**src/rtl/serial_subtractor_ctrl.sv**
```systemverilog
// serial_subtractor_ctrl: bit-serial subtractor, one full-subtractor cell reused LSB-first across WIDTH cycles
module serial_subtractor_ctrl #(
  parameter int WIDTH = 8,
  parameter int CW = 6
) (
  input  logic             clk,
  input  logic             rst,
  input  logic             start,
  input  logic [WIDTH-1:0] a_in,
  input  logic [WIDTH-1:0] b_in,
  input  logic             bin_in,
  output logic             busy,
  output logic             done,
  output logic [WIDTH-1:0] diff,
  output logic             bout
);
  localparam logic [1:0] IDLE = 2'd0;
  localparam logic [1:0] RUN  = 2'd1;
  localparam logic [1:0] DONE = 2'd2;
  logic [1:0] state;
  logic [WIDTH-1:0] a_sh, b_sh, diff_nx;
  logic [CW-1:0] cnt;
  logic borrow, d, bo;
  assign d = a_sh[0] ^ b_sh[0] ^ borrow;
  assign bo = (~a_sh[0] & b_sh[0]) | (~(a_sh[0] ^ b_sh[0]) & borrow);
  assign busy = state == RUN;
  assign done = state == DONE;
  // Shifting the new bit in from the MSB end leaves bit 0 of the result at diff[0] after WIDTH steps
  always_comb begin
    diff_nx = diff >> 1;
    diff_nx[WIDTH-1] = d;
  end
  always_ff @(posedge clk) begin
    if (rst) begin
      state <= IDLE;
      a_sh <= '0;
      b_sh <= '0;
      borrow <= 1'b0;
      cnt <= '0;
      diff <= '0;
      bout <= 1'b0;
    end else if (state == IDLE) begin
      if (start) begin
        a_sh <= a_in;
        b_sh <= b_in;
        borrow <= bin_in;
        cnt <= '0;
        diff <= '0;
        state <= RUN;
      end
    end else if (state == RUN) begin
      diff <= diff_nx;
      borrow <= bo;
      a_sh <= a_sh >> 1;
      b_sh <= b_sh >> 1;
      cnt <= cnt + 1'b1;
      if (cnt == CW'(WIDTH - 1)) begin
        bout <= bo;
        state <= DONE;
      end
    end else begin
      state <= IDLE;
    end
  end
endmodule

```
**config.mk**
```make
export PLATFORM = sky130hd
export DESIGN_NAME = serial_subtractor_ctrl
export DESIGN_NICKNAME = d
export VERILOG_FILES = /design/src/rtl/serial_subtractor_ctrl.sv
export SDC_FILE = /design/constraint.sdc
export NUM_CORES = 1
export LEC_CHECK = 0
export BUFFER_PORTS_ARGS = -buffer_cell sky130_fd_sc_hd__buf_2
export CAP_MARGIN = 5
export CORE_UTILIZATION = 48
export CTS_CLUSTER_DIAMETER = 50
export DETAILED_ROUTE_END_ITERATION = 8
export PLACE_DENSITY = 0.71
export RECOVER_POWER = 100
export SYNTH_ARGS = -nofsm -noshare
export SYNTH_HDL_FRONTEND = slang
export SYNTH_SLANG_ARGS = --single-unit
```
**constraint.sdc**
```tcl
create_clock -name clk -period 1.3 [get_ports clk]
set_clock_uncertainty 0.1 [all_clocks]
set_input_delay 0.195 -clock clk [delete_from_list [all_inputs] [get_ports clk]]
set_output_delay 0.195 -clock clk [all_outputs]
set_load 0.01 [all_outputs]
```
==> key figures <==
Place
  • Pre-CTS WS: -114.6 ps
  • Gpl congestion: ~0.82
  • Dpl hpwl: ~2600 µm
  • Cell Area, Placed: 0.001904 mm²
  • Port Buffers: 30

Critical path
  • FF-to-FF Start: state[0]
  • R2R Path End: a_sh[1]
  • Highest fanout seen on the critical path: 8
  • CP required: 1450 ps
  • R2R cell count: 5
  • WS Path Type: register to register
  • Crit path DAT: between 1500 and 2000 ps
  • CP Launch Type: register
  • Register-to-register setup slack: -150 ps
  • CP endpoint kind: register

Floorplan
  • Die ar.: 0.003458 mm²
  • I/O pin total: 31
  • Die width: 58.81 µm
  • Initial Util: 50.74%
  • Row cnt: 20
  • Chip Height: roughly 59 µm
  • Core Region: 0.003053 mm²

Drt
  • Post-route ant nets: 0
  • Final WL: 4473 µm
  • DRC: 0
  • Max Used Layer: met4
  • DR vias/cell: 5.500
  • Via count: 1562
  • Initial DRC Count: 110
  • First-pass iteration count of the detailed router: 5
  • DR WL/cell: 15.75 µm
  • DR WL met3: between 150 and 200 µm
  • M1 WL: 1816 µm
  • WL met2: ~2400 µm

Synth
  • Mapped Cells: 176
  • Post-synth EDFFs: 0
  • Ys flop type: dfxtp_1
  • Count of state elements after synthesis: 34
  • Synth cell types: 36
  • Avg Cell Area, Syn: between 8 and 9 µm²
  • Mapped cell area: ~0.0015 mm²
  • Ys async rst share: 0%
  • Register area share after synthesis: 43.94%
  • Syn_nets: approximately 200
  • Total number of yosys warnings: 0

Global route
  • Vias in the first global route: 1498
  • Grt total ovfl: 0
  • Antenna violations before repair: 0
  • All-Layer GR Usage: 25.01%
  • First-pass GRT wire length: about 6400 µm
  • Largest net degree at the start of global routing: 20

Power and ir drop
  • Flop pwr share: 52.5%
  • LEAKAGE: about 0.92 nW
  • Clk pwr share: 25.7%
  • Cell-internal power: 0.001563 W
  • Sw Ratio: 27.57%
  • Worst VDD drop: between 500 and 600 µV
  • Combinational Power Share: 21.8%
  • Cell Pwr Density: 937.4 mW/mm²
  • Psw: 0.0005950 W
  • Total power: between 0.002 and 0.0025 W

CTS
  • Clk_lat worst skew: 340 ps
  • Num CTS Buffers: 5
  • Clock Pin Slew Worst Setup and Hold Paths: about 110 ps
  • CTS tree: yes
  • Clock tree sinks: 34
  • Clock Path Buffers: 2
  • Root Buffer: clkbuf_4
  • H-tree levels: 2

Final layout
  • Fillers: between 200 and 250
  • Final nets: 261
  • Final core occ: 75.41%
  • Share of cells above drive strength 1: between 40% and 50%
  • Final instance area: between 0.002 and 0.0025 mm²
  • Area growth syn-to-layout: 48.63%
  • FF/Latch Area: 699.4 µm²
  • Multi-input logic area: around 950 µm²
  • Ant. Diodes: 0

Hold path
  • Min-Delay Path Depth: 2
  • Hold Path Class: primary input to register
  • Hold Crit Start: bin_in
  • Worst Hold End: borrow

Timing
  • RSZ-0062 raised after global routing: true
  • Slew HR: 72.64%
  • Slew Limit Fails: 0
  • Slew @ Worst Pin: 410.4 ps
  • Final setup fails: 21
  • Setup_tns: -1429 ps
  • Final WS setup: -148.2 ps
  • Fmax: 0.6905 GHz
  • Fin. Hold Viols: 0
  • Fin crit share: 111.4%
  • Min Tclk post-route: between 1000 and 1500 ps

Flow run
  • MaxCap Viol Count: 0

Status
  • Violated checks: setup timing
  • Status: finished, violations left
-- timing repair --
| item | CTS | global route |
|---|---|---|
| hold endpoints to repair | 2 | 0 |
| setup endpoints to repair | 30 | 35 |
| buffers inserted | 7 | 8 |
| resized for setup | 30 | 33 |
| pin swaps | 22 | 22 |
| hold buffers | 2 | 0 |
-- layout by cell type (no fill, tap or decap), types with 3 or more instances in the layout --
cell / Yosys / layout
a211oi_1: 3 / 3
a21oi_1: 17 / 4
a21oi_2: 1 / 14
a22oi_1: 11 / 8
a22oi_2: 0 / 3
buf_12: 0 / 3
buf_2: 2 / 21
buf_4: 2 / 26
buf_6: 1 / 9
clkbuf_1: 7 / 11
clkbuf_4: 0 / 5
dfxtp_1: 34 / 27
dfxtp_2: 0 / 3
dfxtp_4: 0 / 4
nand2b_1: 14 / 14
nor2_1: 25 / 24
nor3_1: 15 / 12
nor3_2: 0 / 3
or3b_1: 6 / 4
or3b_4: 0 / 9
-- critical path, cell delays in order, from the launching register on --
cell and delay, ps:
dfxtp_4 400, buf_12 140, buf_12 120, or3b_1 400
a21oi_2 130, nor3_1 60
-- synth_stat cells, types with 2 or more instances --
cell / instances / area share (%)
dfxtp_1: 34 / 44
nor2_1: 25 / 6.1
a21oi_1: 17 / 5.5
nor3_1: 15 / 4.8
nand2b_1: 14 / 5.7
a22oi_1: 11 / 5.3
or3b_2: 9 / 5.1
clkbuf_1: 7 / 1.7
or3b_1: 6 / 3.4
a211oi_1: 3 / 1.5
inv_1: 3 / 0.73
nand3_1: 3 / 0.97
buf_2: 2 / 0.65
buf_4: 2 / 0.97
nand2_1: 2 / 0.48
nor3b_1: 2 / 0.97
or3_1: 2 / 0.81
-- flip-flops by register name, indices dropped and copies added, names as in the netlist --
signal / cells
a_sh: 8
cnt: 6
bout: 1
diff: 8
state: 2
b_sh: 8
borrow: 1
-- power by group through the flow --
stage          Clock (W)  Combinational, W  Sequential (W)
4_1_cts         0.000572          0.000406         0.00113
2_1_floorplan          0          0.000211         0.00115
5_1_grt         0.000602          0.000508         0.00114
6_report        0.000554          0.000471         0.00113
3_5_place_dp           0          0.000346         0.00115
3_3_place_gp           0          0.000332         0.00115
-- how the worst max path moves through the flow --
stage / start / to / slack (ps)
final: state[0] / a_sh[1] / -150
after global routing: state[0] / a_sh[1] / -240
after CTS: state[0] / b_sh[3] / -120
after detailed placement: state[0] / b_sh[1] / -110
after global placement: state[0] / b_sh[1] / -80
after floorplan: state[0] / b_sh[5] / -40
-- routing by layer --
| layer | vias up | track usage (%) |
|---|---|---|
| li1 | 754 | - |
| met2 | 43 | 45.13 |
| met4 | 0 | 11.22 |
| met5 | - | 0 |
| met1 | 759 | 28.22 |
| met3 | 6 | 5.055 |
-- cell type report --
type | count | area share (%)
Tap cell | 44 | 2.391
Sequential cell | 34 | 30.38
Multi-Input combinational cell | 125 | 41.41
Timing Repair Buffer | 70 | 22.88
Clock buffer | 8 | 2.120
Inverter | 3 | 0.8152
-- cells by family (layout without fill, tap and decap cells) --
| logic type | count (synthesis) | count (layout) | synth area share (%) |
|---|---|---|---|
| compound gates | 41 | 41 | 17.93 |
| fa+ha+maj | 2 | 2 | 2.100 |
| buf+inv | 17 | 81 | 5.331 |
| flops | 34 | 34 | 43.94 |
| simple gates | 82 | 82 | 30.69 |
-- through the flow --
step	cells	hold slack, ps
after floorplan	176	243.3
after global routing	284	37.38
after CTS	276	24.94
after detailed placement	260	349.3
final	284	39.22
after global placement	260	337.8
Power figures use the tool's default switching activity.
